$ cat config.mk
export PLATFORM = sky130hd
export DESIGN_NAME = uart_rx_ovs_fifo_flat
export DESIGN_NICKNAME = d
export VERILOG_FILES = /design/src/rtl/uart_rx_ovs_fifo_if.sv /design/src/rtl/uart_rx_ovs_fifo.sv /design/src/flat_wrapper.sv
export SDC_FILE = /design/constraint.sdc
export NUM_CORES = 1
export LEC_CHECK = 0
export BUFFER_PORTS_ARGS = -buffer_cell sky130_fd_sc_hd__buf_4
export CORE_MARGIN = 2
export CORE_UTILIZATION = 40
export CTS_CLUSTER_SIZE = 28
export DETAILED_ROUTE_END_ITERATION = 10
export MAX_ROUTING_LAYER = met4
export PLACE_DENSITY = 0.57
export SLEW_MARGIN = 20
export SYNTH_ARGS = -nofsm -noshare
export SYNTH_HDL_FRONTEND = slang
export SYNTH_SLANG_ARGS = --single-unit
$ cat constraint.sdc
create_clock -name clk -period 3.2 [get_ports clk]
set_clock_uncertainty 0.1 [all_clocks]
set_input_delay 0.32 -clock clk [delete_from_list [all_inputs] [get_ports clk]]
set_output_delay 0.32 -clock clk [all_outputs]
set_load 0.01 [all_outputs]
$ cat src/rtl/uart_rx_ovs_fifo_if.sv
// Consumer-side handshake of uart_rx_ovs_fifo: FIFO head data/status plus valid/ready.
// o_break is present only when UART_RX_BREAK_DET_EN is defined.
interface uart_rx_ovs_fifo_if;
  logic [7:0] o_data;
  logic       o_parity_err;
  logic       o_frame_err;
  logic       o_valid;
  logic       i_ready;
`ifdef UART_RX_BREAK_DET_EN
  logic       o_break;

  modport master (output o_data, o_parity_err, o_frame_err, o_valid, o_break, input i_ready);
  modport slave  (input o_data, o_parity_err, o_frame_err, o_valid, o_break, output i_ready);
`else
  modport master (output o_data, o_parity_err, o_frame_err, o_valid, input i_ready);
  modport slave  (input o_data, o_parity_err, o_frame_err, o_valid, output i_ready);
`endif
endinterface

$ cat src/rtl/uart_rx_ovs_fifo.sv
// Oversampling UART receiver (majority-vote bit recovery, framing checks) with RX FIFO.
// Optional break detection is enabled by defining UART_RX_BREAK_DET_EN.
module uart_rx_ovs_fifo #(
  parameter int OVS         = 16,
  parameter int FIFO_DEPTH  = 16,
  parameter int SYNC_STAGES = 2
) (
  input  logic                            clk,
  input  logic                            rst_n,
  input  logic                            rx_tick,
  input  logic [1:0]                      i_num_bit_data,
  input  logic                            i_parity_en,
  input  logic                            i_parity_type,
  input  logic                            i_stop_bits,
  input  logic                            i_rx_serial,
  uart_rx_ovs_fifo_if.master              rx_if,
  output logic [$clog2(FIFO_DEPTH+1)-1:0] o_count,
  output logic                            o_overrun,
  input  logic                            i_clr_overrun,
  output logic                            o_busy
);
  localparam int TW = $clog2(OVS);
  localparam int AW = $clog2(FIFO_DEPTH);
  localparam int CW = $clog2(FIFO_DEPTH + 1);
  localparam logic [TW-1:0] T_S0   = TW'(OVS / 2 - 1);
  localparam logic [TW-1:0] T_S1   = TW'(OVS / 2);
  localparam logic [TW-1:0] T_S2   = TW'(OVS / 2 + 1);
  localparam logic [TW-1:0] T_LAST = TW'(OVS - 1);
`ifdef UART_RX_BREAK_DET_EN
  localparam int EW = 11;
`else
  localparam int EW = 10;
`endif

  typedef enum logic [2:0] {
    IDLE, START, DATA, PARITY, STOP1, STOP2
`ifdef UART_RX_BREAK_DET_EN
    , BREAK_WAIT
`endif
  } state_t;

  state_t                 state;
  logic [SYNC_STAGES-1:0] sync_q;
  logic                   rx_s, rx_prev, maj;
  logic [TW-1:0]          tick_cnt;
  logic                   samp0, samp1;
  logic [2:0]             bit_idx, nbits_m1;
  logic                   par_en_q, par_odd_q, stop2_q;
  logic [7:0]             data_q;
  logic                   perr_q, ferr_q, seen_one_q;
  logic                   push_q;
  logic [EW-1:0]          pend_q;

  logic [EW-1:0]          mem [FIFO_DEPTH];
  logic [AW-1:0]          wr_ptr, rd_ptr, rd_nx;
  logic [CW-1:0]          count_nx;
  logic [EW-1:0]          head_q, head_nx;
  logic                   valid_q, full, do_pop, do_push, ovr_set;

  assign rx_s = sync_q[SYNC_STAGES-1];
  assign maj  = (samp0 & samp1) | (samp0 & rx_s) | (samp1 & rx_s);

  always_ff @(posedge clk or negedge rst_n) begin
    if (!rst_n) begin
      sync_q  <= '1;
      rx_prev <= 1'b1;
    end else begin
      sync_q[0] <= i_rx_serial;
      for (int i = 1; i < SYNC_STAGES; i++) sync_q[i] <= sync_q[i-1];
      rx_prev <= rx_s;
    end
  end

  // Receiver FSM: tick_cnt is the tick index inside the current bit, restarted at start detection.
  always_ff @(posedge clk or negedge rst_n) begin
    if (!rst_n) begin
      state      <= IDLE;
      o_busy     <= 1'b0;
      tick_cnt   <= '0;
      samp0      <= 1'b0;
      samp1      <= 1'b0;
      bit_idx    <= '0;
      nbits_m1   <= '0;
      par_en_q   <= 1'b0;
      par_odd_q  <= 1'b0;
      stop2_q    <= 1'b0;
      data_q     <= '0;
      perr_q     <= 1'b0;
      ferr_q     <= 1'b0;
      seen_one_q <= 1'b0;
      push_q     <= 1'b0;
      pend_q     <= '0;
    end else begin
      push_q <= 1'b0;
      case (state)
        IDLE: begin
          if (rx_prev && !rx_s) begin
            state      <= START;
            o_busy     <= 1'b1;
            tick_cnt   <= '0;
            nbits_m1   <= {1'b1, i_num_bit_data};
            par_en_q   <= i_parity_en;
            par_odd_q  <= i_parity_type;
            stop2_q    <= i_stop_bits;
            bit_idx    <= '0;
            data_q     <= '0;
            perr_q     <= 1'b0;
            ferr_q     <= 1'b0;
            seen_one_q <= 1'b0;
          end
        end
`ifdef UART_RX_BREAK_DET_EN
        // Line must stay high for a full bit period before a new start is accepted.
        BREAK_WAIT: begin
          if (rx_tick) begin
            if (!rx_s) begin
              tick_cnt <= '0;
            end else if (tick_cnt == T_LAST) begin
              state    <= IDLE;
              o_busy   <= 1'b0;
              tick_cnt <= '0;
            end else begin
              tick_cnt <= tick_cnt + TW'(1);
            end
          end
        end
`endif
        default: begin
          if (rx_tick) begin
            tick_cnt <= (tick_cnt == T_LAST) ? '0 : tick_cnt + TW'(1);
            if (tick_cnt == T_S0) samp0 <= rx_s;
            if (tick_cnt == T_S1) samp1 <= rx_s;
            if (tick_cnt == T_S2) begin
              case (state)
                START: begin
                  if (maj) begin
                    state  <= IDLE;
                    o_busy <= 1'b0;
                  end
                end
                DATA: begin
                  data_q[bit_idx] <= maj;
                  seen_one_q      <= seen_one_q | maj;
                end
                PARITY: begin
                  perr_q     <= maj ^ (^data_q) ^ par_odd_q;
                  seen_one_q <= seen_one_q | maj;
                end
                STOP1, STOP2: begin
                  ferr_q     <= ferr_q | ~maj;
                  seen_one_q <= seen_one_q | maj;
                  // Final stop sample: hand the frame to the FIFO and rearm at mid-stop.
                  if (state == STOP2 || !stop2_q) begin
                    push_q <= 1'b1;
                    state  <= IDLE;
                    o_busy <= 1'b0;
`ifdef UART_RX_BREAK_DET_EN
                    pend_q <= {~(seen_one_q | maj), ferr_q | ~maj, perr_q, data_q};
                    if (!(seen_one_q | maj)) begin
                      state    <= BREAK_WAIT;
                      o_busy   <= 1'b1;
                      tick_cnt <= '0;
                    end
`else
                    pend_q <= {ferr_q | ~maj, perr_q, data_q};
`endif
                  end
                end
                default: ;
              endcase
            end
            if (tick_cnt == T_LAST) begin
              case (state)
                START:  state <= DATA;
                DATA: begin
                  if (bit_idx == nbits_m1) state <= par_en_q ? PARITY : STOP1;
                  else bit_idx <= bit_idx + 3'd1;
                end
                PARITY: state <= STOP1;
                STOP1:  state <= STOP2;
                default: ;
              endcase
            end
          end
        end
      endcase
    end
  end

  assign full    = (o_count == CW'(FIFO_DEPTH));
  assign do_pop  = valid_q && rx_if.i_ready;
  assign do_push = push_q && (!full || do_pop);
  assign ovr_set = push_q && full && !do_pop;

  // Next head: the pushed entry bypasses the RAM when nothing older remains.
  always_comb begin
    count_nx = o_count;
    if (do_push && !do_pop)      count_nx = o_count + CW'(1);
    else if (!do_push && do_pop) count_nx = o_count - CW'(1);
    rd_nx = do_pop ? rd_ptr + AW'(1) : rd_ptr;
    if (count_nx == '0)                                   head_nx = '0;
    else if (o_count == '0 || (o_count == CW'(1) && do_pop)) head_nx = pend_q;
    else                                                  head_nx = mem[rd_nx];
  end

  always_ff @(posedge clk) begin
    if (do_push) mem[wr_ptr] <= pend_q;
  end

  always_ff @(posedge clk or negedge rst_n) begin
    if (!rst_n) begin
      wr_ptr    <= '0;
      rd_ptr    <= '0;
      o_count   <= '0;
      valid_q   <= 1'b0;
      head_q    <= '0;
      o_overrun <= 1'b0;
    end else begin
      if (do_push) wr_ptr <= wr_ptr + AW'(1);
      rd_ptr  <= rd_nx;
      o_count <= count_nx;
      valid_q <= (count_nx != '0);
      head_q  <= head_nx;
      if (ovr_set)            o_overrun <= 1'b1;
      else if (i_clr_overrun) o_overrun <= 1'b0;
    end
  end

  assign rx_if.o_data       = head_q[7:0];
  assign rx_if.o_parity_err = head_q[8];
  assign rx_if.o_frame_err  = head_q[9];
  assign rx_if.o_valid      = valid_q;
`ifdef UART_RX_BREAK_DET_EN
  assign rx_if.o_break      = head_q[10];
`endif

endmodule

$ cat src/flat_wrapper.sv
// flat-port wrapper written by rule: the top's interface ports become plain ports
module uart_rx_ovs_fifo_flat 
#(
  parameter int OVS         = 16,
  parameter int FIFO_DEPTH  = 16,
  parameter int SYNC_STAGES = 2
)
  (clk, rst_n, rx_tick, i_num_bit_data, i_parity_en, i_parity_type, i_stop_bits, i_rx_serial, o_count, o_overrun, i_clr_overrun, o_busy, rx_if_o_data, rx_if_o_parity_err, rx_if_o_frame_err, rx_if_o_valid, rx_if_i_ready);
  uart_rx_ovs_fifo_if rx_if_i ();
  input  logic clk;
  input  logic rst_n;
  input  logic rx_tick;
  input  logic [1:0] i_num_bit_data;
  input  logic i_parity_en;
  input  logic i_parity_type;
  input  logic i_stop_bits;
  input  logic i_rx_serial;
  output logic [$clog2(FIFO_DEPTH+1)-1:0] o_count;
  output logic o_overrun;
  input  logic i_clr_overrun;
  output logic o_busy;
  output wire logic [$bits(rx_if_i.o_data)-1:0] rx_if_o_data;
  output wire logic [$bits(rx_if_i.o_parity_err)-1:0] rx_if_o_parity_err;
  output wire logic [$bits(rx_if_i.o_frame_err)-1:0] rx_if_o_frame_err;
  output wire logic [$bits(rx_if_i.o_valid)-1:0] rx_if_o_valid;
  input wire logic [$bits(rx_if_i.i_ready)-1:0] rx_if_i_ready;
  assign rx_if_o_data = rx_if_i.o_data;
  assign rx_if_o_parity_err = rx_if_i.o_parity_err;
  assign rx_if_o_frame_err = rx_if_i.o_frame_err;
  assign rx_if_o_valid = rx_if_i.o_valid;
  assign rx_if_i.i_ready = rx_if_i_ready;
  uart_rx_ovs_fifo #(.OVS(OVS), .FIFO_DEPTH(FIFO_DEPTH), .SYNC_STAGES(SYNC_STAGES)) u_core (.clk(clk), .rst_n(rst_n), .rx_tick(rx_tick), .i_num_bit_data(i_num_bit_data), .i_parity_en(i_parity_en), .i_parity_type(i_parity_type), .i_stop_bits(i_stop_bits), .i_rx_serial(i_rx_serial), .rx_if(rx_if_i), .o_count(o_count), .o_overrun(o_overrun), .i_clr_overrun(i_clr_overrun), .o_busy(o_busy));
endmodule
=== Word-level counts from Yosys, hierarchy flattened ===
Memories as Yosys holds them, arrays and structs flattened.
Cells that the tools add are included.

* Bitwise operators: 10
* Muxes and demuxes: 59
* Reductions and logical operators: 41
* Equality and inequality tests: 16
* Add/subtract/negate cells: 6
* $lt $le $gt $ge: 2

{| class="wikitable"
|+ Operator list
! cell !! number
|-
| two-way mux 3 bit || 15
|-
| two-way mux 8 bit || 5
|-
| two-way mux 1 bit || 25
|-
| two-way mux 10 bit || 2
|-
| two-way mux 4 bit || 5
|-
| nonzero test 2 bit || 7
|-
| adder 4 x 1 -> 4 bit (second input constant) || 3
|-
| == test 4 bit (second input constant) || 3
|-
| case mux 3 bit (4 select lines) || 1
|-
| AND reduction 4 bit || 3
|-
| logical NOT 5 bit || 2
|-
| two-way mux 5 bit || 2
|-
| AND reduction 5 bit || 2
|-
| logical AND 1 bit || 9
|-
| bitwise mux 8 bit || 1
|-
| XOR reduction 8 bit || 1
|-
| == test 3 x 2 -> 1 bit (second input constant) || 2
|-
| == test 3 bit (second input constant) || 2
|-
| != test 3 x 1 -> 1 bit (second input constant) || 2
|-
| case mux 3 bit (2 select lines) || 1
|-
| AND reduction 3 bit || 2
|-
| AND reduction 6 bit || 1
|-
| adder 5 x 1 -> 5 bit (second input constant) || 1
|-
| == test 5 x 1 -> 1 bit (second input constant) || 1
|-
| other kinds (23) || 36
|}

* Bits in writable memories: 160
* Word-level logic and storage cells: 158
* Memories: 1
* Flip-flop bits (word level): 68
* Output and inout port bits: 18
* Input port bits: 11

{| class="wikitable"
|+ Memories
! name !! words !! bits a word !! rd ports !! clocked after memory_dff !! write ports !! RTL line !! RTL
|-
| u_core.mem || 16 || 10 || 1 || 0 || 1 || uart_rx_ovs_fifo.sv:54 || <nowiki>logic [EW-1:0] mem [FIFO_DEPTH];</nowiki>
|}

=== Logic depth before layout (Yosys ltp) ===
* Depth after elaboration: 11
* Mapped depth: 9
* Depth with buffers taken out: 8

=== Least setup slack after synthesis ===
OpenSTA, ideal clock, no wires.

* Path kind: register -> register
* Start: register u_core.o_count[0]
* End: memory u_core.mem[2][0], enable pin
* Slack: 0.532 ns
* Stages on the path, launching flop included: 6
* Library setup time: 0.404 ns
* Required time: 2.696 ns
* Period minus slack after synthesis: 2.668 ns
* Buffers on the path: 0
* Data arrival time: 2.165 ns
* Cell sequence: dfrtp_1 inv_1 ha_1 nand4bb_4 o21ai_0 nor4_1

* Cells in the longest elaborated chain, start to end: 6

{| class="wikitable"
|+ RTL lines
! item !! RTL line !! RTL
|-
| start, declared || uart_rx_ovs_fifo.sv:17 || <nowiki>output logic [$clog2(FIFO_DEPTH+1)-1:0] o_count,</nowiki>
|-
| start signal, assigned || uart_rx_ovs_fifo.sv:221 || <nowiki>o_count <= count_nx;</nowiki>
|-
| == test 5 bit || uart_rx_ovs_fifo.sv:190 || <nowiki>assign full = (o_count == CW'(FIFO_DEPTH));</nowiki>
|-
| logical NOT 1 bit || uart_rx_ovs_fifo.sv:192 || <nowiki>assign do_push = push_q && (!full || do_pop);</nowiki>
|-
| logical OR 1 bit || uart_rx_ovs_fifo.sv:192 ||
|-
| logical AND 1 bit || uart_rx_ovs_fifo.sv:192 ||
|-
| two-way mux 1 bit || uart_rx_ovs_fifo.sv:207 || <nowiki>if (do_push) mem[wr_ptr] <= pend_q;</nowiki>
|-
| two-way mux 1 bit (not written as such) || uart_rx_ovs_fifo.sv:207 ||
|-
| end, declared || uart_rx_ovs_fifo.sv:54 ||
|}

Every way passes these cells.

=== Worst setup path after layout ===
* Start: register u_core.valid_q, in the netlist u_core.rx_if.o_valid
* End: register u_core.head_q[3]

* Cells in the longest elaborated chain, start to end: 9
* Elaborated cells between the ends (all ways): 16
* Those cells by class: 5 x mux; 10 x reduce/logical; 1 x memory

{| class="wikitable"
|+ RTL lines
! item !! RTL line !! RTL
|-
| start, declared || uart_rx_ovs_fifo.sv:58 || <nowiki>logic valid_q, full, do_pop, do_push, ovr_set;</nowiki>
|-
| start signal, assigned || uart_rx_ovs_fifo.sv:222 || <nowiki>valid_q <= (count_nx != '0);</nowiki>
|-
| logical AND 1 bit * || uart_rx_ovs_fifo.sv:191 || <nowiki>assign do_pop = valid_q && rx_if.i_ready;</nowiki>
|-
| parallel branches: the longest is 7 deep, another holds memory read (16 x 10 bit) || -- ||
|-
| two-way mux 10 bit * || uart_rx_ovs_fifo.sv:201 || <nowiki>if (count_nx == '0) head_nx = '0;</nowiki>
|-
| net u_core.head_nx[3] || uart_rx_ovs_fifo.sv:57 || <nowiki>logic [EW-1:0] head_q, head_nx;</nowiki>
|-
| end signal, assigned || uart_rx_ovs_fifo.sv:223 || <nowiki>head_q <= head_nx;</nowiki>
|-
| end, declared || uart_rx_ovs_fifo.sv:57 ||
|}

Mark *: on every way through the listed nets, which the timed path passes.
A chain may end at the register's enable or synchronous reset.

==> impl_metrics.env <==
export IMPL_core_sq_um=26000
export IMPL_grt_total_usage=0.193
export IMPL_critical_path_max_stage_delay_ps=840
export IMPL_synth_xor_area_frac=0.0199
export IMPL_ys_seq_area_frac=0.616
export IMPL_gp_congestion=0.861
export IMPL_cts_max_level=1
export IMPL_finalSetupTns_ps=0
export IMPL_num_rows=59
export IMPL_wire_per_inst_microns=21.5
export IMPL_worstSetupStartpoint="u_core.rx_if.o_valid$_DFF_PN0_"
export IMPL_antenna_cells=0
export IMPL_grt_antenna_before_repair=0
export IMPL_clockBufferDepth=3
export IMPL_crit_path_start_kind="register"
export IMPL_ff2ff_path_depth=7
export IMPL_critical_path_endpoint="u_core.head_q[3]$_DFF_PN0_"
export IMPL_cp_cell_sequence="nand4_1 -> o21ai_2 -> buf_4 -> a21oi_1 -> o311ai_0 -> nand4_1 -> a21oi_1"
export IMPL_die_w_microns=167
export IMPL_path_clk_slew_ps=60
export IMPL_dp_cells=1161
export IMPL_cts_setup_buffers=0
export IMPL_crit_arrival_ps=3220
export IMPL_drive_gt1_frac=0.173
export IMPL_die_area_sq_um=27800
export IMPL_p_leak_nw=4.87
export IMPL_clock_sinks=228
export IMPL_reg2reg_from="u_core.rx_if.o_valid$_DFF_PN0_"
export IMPL_crit_family="compound AO/OA/AOI/OAI gates"
export IMPL_synth_common_cells="edfxtp_1, mux2i_1, nand2_1"
export IMPL_vdd_drop_max_uv=450
export IMPL_cp_end_kind="register"
export IMPL_ant_nets=0
export IMPL_final_seq_area_sq_um=6510
export IMPL_cts_resized=0
export IMPL_via_count=6898
export IMPL_syn_avg_cell_area_sq_um=12.9
export IMPL_routed_wirelength_microns=26100
export IMPL_tightest_slew_ps=1010
export IMPL_r2r_slack_ps=320
export IMPL_synth_top_family_by_area="compound AO/OA/AOI/OAI gates"
export IMPL_layout_nets=886
export IMPL_power_internal_mw=6.56
export IMPL_combPwrFrac=0.338
export IMPL_synth_top_cell_area_share=0.454
export IMPL_drtIter0Drc=598
export IMPL_die_h_microns=167
export IMPL_port_buffers=28
export IMPL_instances_no_fill=1215
export IMPL_syn_cell_area_sq_um=10600
export IMPL_syn_nets=844
export IMPL_synth_edf_count=160
export IMPL_via_per_inst=5.68
export IMPL_finalCritPeriodShare=0.899
export IMPL_clk_latency_ps=510
export IMPL_min_period_ps=2880
export IMPL_top_level_ports=29
export IMPL_fmax_mhz=347
export IMPL_multi_input_area_sq_um=3790
export IMPL_firstDrtPassIters=5
export IMPL_synth_async_reset_ratio=0.298
export IMPL_synthMuxAreaShare=0.109
export IMPL_start_util=0.407
export IMPL_grt_pass1_wl_microns=40500
export IMPL_switching_share=0.340
export IMPL_outcome="complete, no violations"
export IMPL_slew_violations=0
export IMPL_cp_num_buf_inv=1
export IMPL_netlist_instances=820
export IMPL_power_density_nw_per_um2=814
export IMPL_grt_overflow=0
export IMPL_final_hold_viol_count=0
export IMPL_root_buffer="clkbuf_16"
export IMPL_yosysTopAreaCell="edfxtp_1"
export IMPL_critical_path_class="register to register"
export IMPL_grt_max_degree=81
export IMPL_yosysMostFrequentCell="edfxtp_1"
export IMPL_synthFlopType="edfxtp_1"
export IMPL_cp_required_ps=3540
export IMPL_yosys_warnings=0
export IMPL_min_path_type="input port to register"
export IMPL_synth_seq_cells=228
export IMPL_finalPower_mw=9.94
export IMPL_synth_cell_types=62
export IMPL_drc=0
export IMPL_cp_max_fo=11
export IMPL_area_delta_synth_final_pct=15.4
export IMPL_rsz0062_at_grt="false"
export IMPL_grt_pass1_vias=6812
export IMPL_dp_final_hpwl_microns=16700
export IMPL_clkPwrFrac=0.296
export IMPL_r2r_end="u_core.head_q[3]$_DFF_PN0_"
export IMPL_cp_depth=7
export IMPL_cts_buffers=25
export IMPL_seqPwrFrac=0.367
export IMPL_cts_tree="built"
export IMPL_max_slew_margin=0.315
export IMPL_p_sw_mw=3.38
export IMPL_synthAdderAreaFrac=0.0163
export IMPL_setup_viol=0
export IMPL_synth_compound_area_share=0.122
export IMPL_pre_cts_slack_ps=400
export IMPL_whs_ps=227
export IMPL_fillers=2375
export IMPL_final_setup_worst_slack_ps=322
export IMPL_synthTopCellsByArea="edfxtp_1, dfrtp_1, mux2i_1, a22oi_1, mux2_2"
export IMPL_cpMaxStageDelayCell="o311ai_0"
export IMPL_synthSimpleGateAreaFrac=0.0873
export IMPL_maxCapViolations=0
## tightest hold or removal path: cells and delay by family
kind	cells	cell delay [ps]
buf+inv	1	120
simple gates	2	280
compound gates	1	70
## cells in the final DEF (no fill, tap or decap), drive strengths merged, types with 4 or more instances in the layout
| cell | synthesis | layout |
|---|---|---|
| edfxtp | 160 | 160 |
| mux2i | 80 | 80 |
| nand2 | 71 | 71 |
| dfrtp | 65 | 65 |
| buf | 25 | 60 |
| a22oi | 51 | 51 |
| a21oi | 40 | 40 |
| o21ai | 40 | 40 |
| clkbuf | 29 | 32 |
| mux2 | 31 | 31 |
| nor3 | 25 | 25 |
| nor2 | 24 | 24 |
| o311ai | 20 | 20 |
| inv | 19 | 19 |
| xnor2 | 17 | 17 |
| ha | 13 | 13 |
| a211oi | 13 | 13 |
| nand4 | 12 | 12 |
| and2 | 10 | 10 |
| a31oi | 9 | 9 |
| dlygate4sd3 | 0 | 9 |
| clkinv | 0 | 9 |
| nand3 | 8 | 8 |
| xor2 | 7 | 7 |
| nor4 | 6 | 6 |
| o31ai | 5 | 5 |
| bufinv | 0 | 4 |
## how the worst min path moves through the flow
stage,cells after the start,slack (ps),startpoint,endpoint
after floorplan,0,-80,rst_n,u_core.bit_idx[0]$_DFFE_PN0P_
after global placement,0,250,u_core.sync_q[0]$_DFF_PN1_,u_core.sync_q[1]$_DFF_PN1_
after detailed placement,0,250,u_core.sync_q[0]$_DFF_PN1_,u_core.sync_q[1]$_DFF_PN1_
after CTS,4,190,rx_if_i_ready,u_core.o_overrun$_DFFE_PN0P_
after global routing,4,260,rx_if_i_ready,u_core.o_overrun$_DFFE_PN0P_
final,4,230,rx_if_i_ready,u_core.o_overrun$_DFFE_PN0P_
## final cells by class
| class | count | share of cell area |
|---|---|---|
| tap | 335 | 0.0343 |
| clock inverter | 13 | 0.0134 |
| inverter | 19 | 0.00584 |
| timing repair buffer | 69 | 0.0474 |
| clock buffer | 32 | 0.0550 |
| sequential | 228 | 0.534 |
| multi-input combinational | 519 | 0.310 |
## repair_timing
action | 4_1_cts | 5_1_grt
endpoints found under the hold margin | 74 | 0
setup endpoints to repair | 0 | 0
hold buffers | 9 | 0
## kinds of logic after synthesis
group	Yosys count
flops	228
compound gates	193
simple gates	177
mux	111
buf+inv	73
xor+xnor	24
fa+ha+maj	14
## registers in the layout, summed over array words and instances, names as in the netlist, 2 cells and up
| signal | count |
|---|---|
| u_core.state | 3 |
| u_core.nbits_m1 | 3 |
| u_core.sync_q | 2 |
| u_core.wr_ptr | 4 |
| u_core.pend_q | 10 |
| u_core.data_q | 8 |
| u_core.o_count | 5 |
| u_core.mem | 160 |
| u_core.rd_ptr | 4 |
| u_core.bit_idx | 3 |
| u_core.head_q | 10 |
| u_core.tick_cnt | 4 |
## power groups by stage
| stage | sequential, mW | combinational, mW | clock (mW) |
|---|---|---|---|
| global placement | 3.71 | 3.30 | 0 |
| floorplan | 3.60 | 2.31 | 0 |
| finish | 3.65 | 3.35 | 2.94 |
| CTS | 3.65 | 3.35 | 3.00 |
| global route | 3.68 | 3.65 | 3.11 |
| detailed placement | 3.70 | 3.32 | 0 |
## routing by layer
| layer | vias to the layer above | routed length (microns) | global-route usage |
|---|---|---|---|
| li1 | 3224 | - | - |
| met1 | 3420 | 11900 | 0.271 |
| met2 | 202 | 11800 | 0.289 |
| met3 | 52 | 1480 | 0.0295 |
| met4 | 0 | 884 | 0.0663 |
| met5 | - | 0 | - |
## through the flow
stage          utilization  instance area (sq um)
6_report             0.470                  12200
5_1_grt              0.470                  12200
4_1_cts              0.470                  12200
3_5_place_dp         0.434                  11300
3_3_place_gp         0.434                  11300
2_1_floorplan            -                  10600
Note: power is estimated with default switching activity, not from simulation.
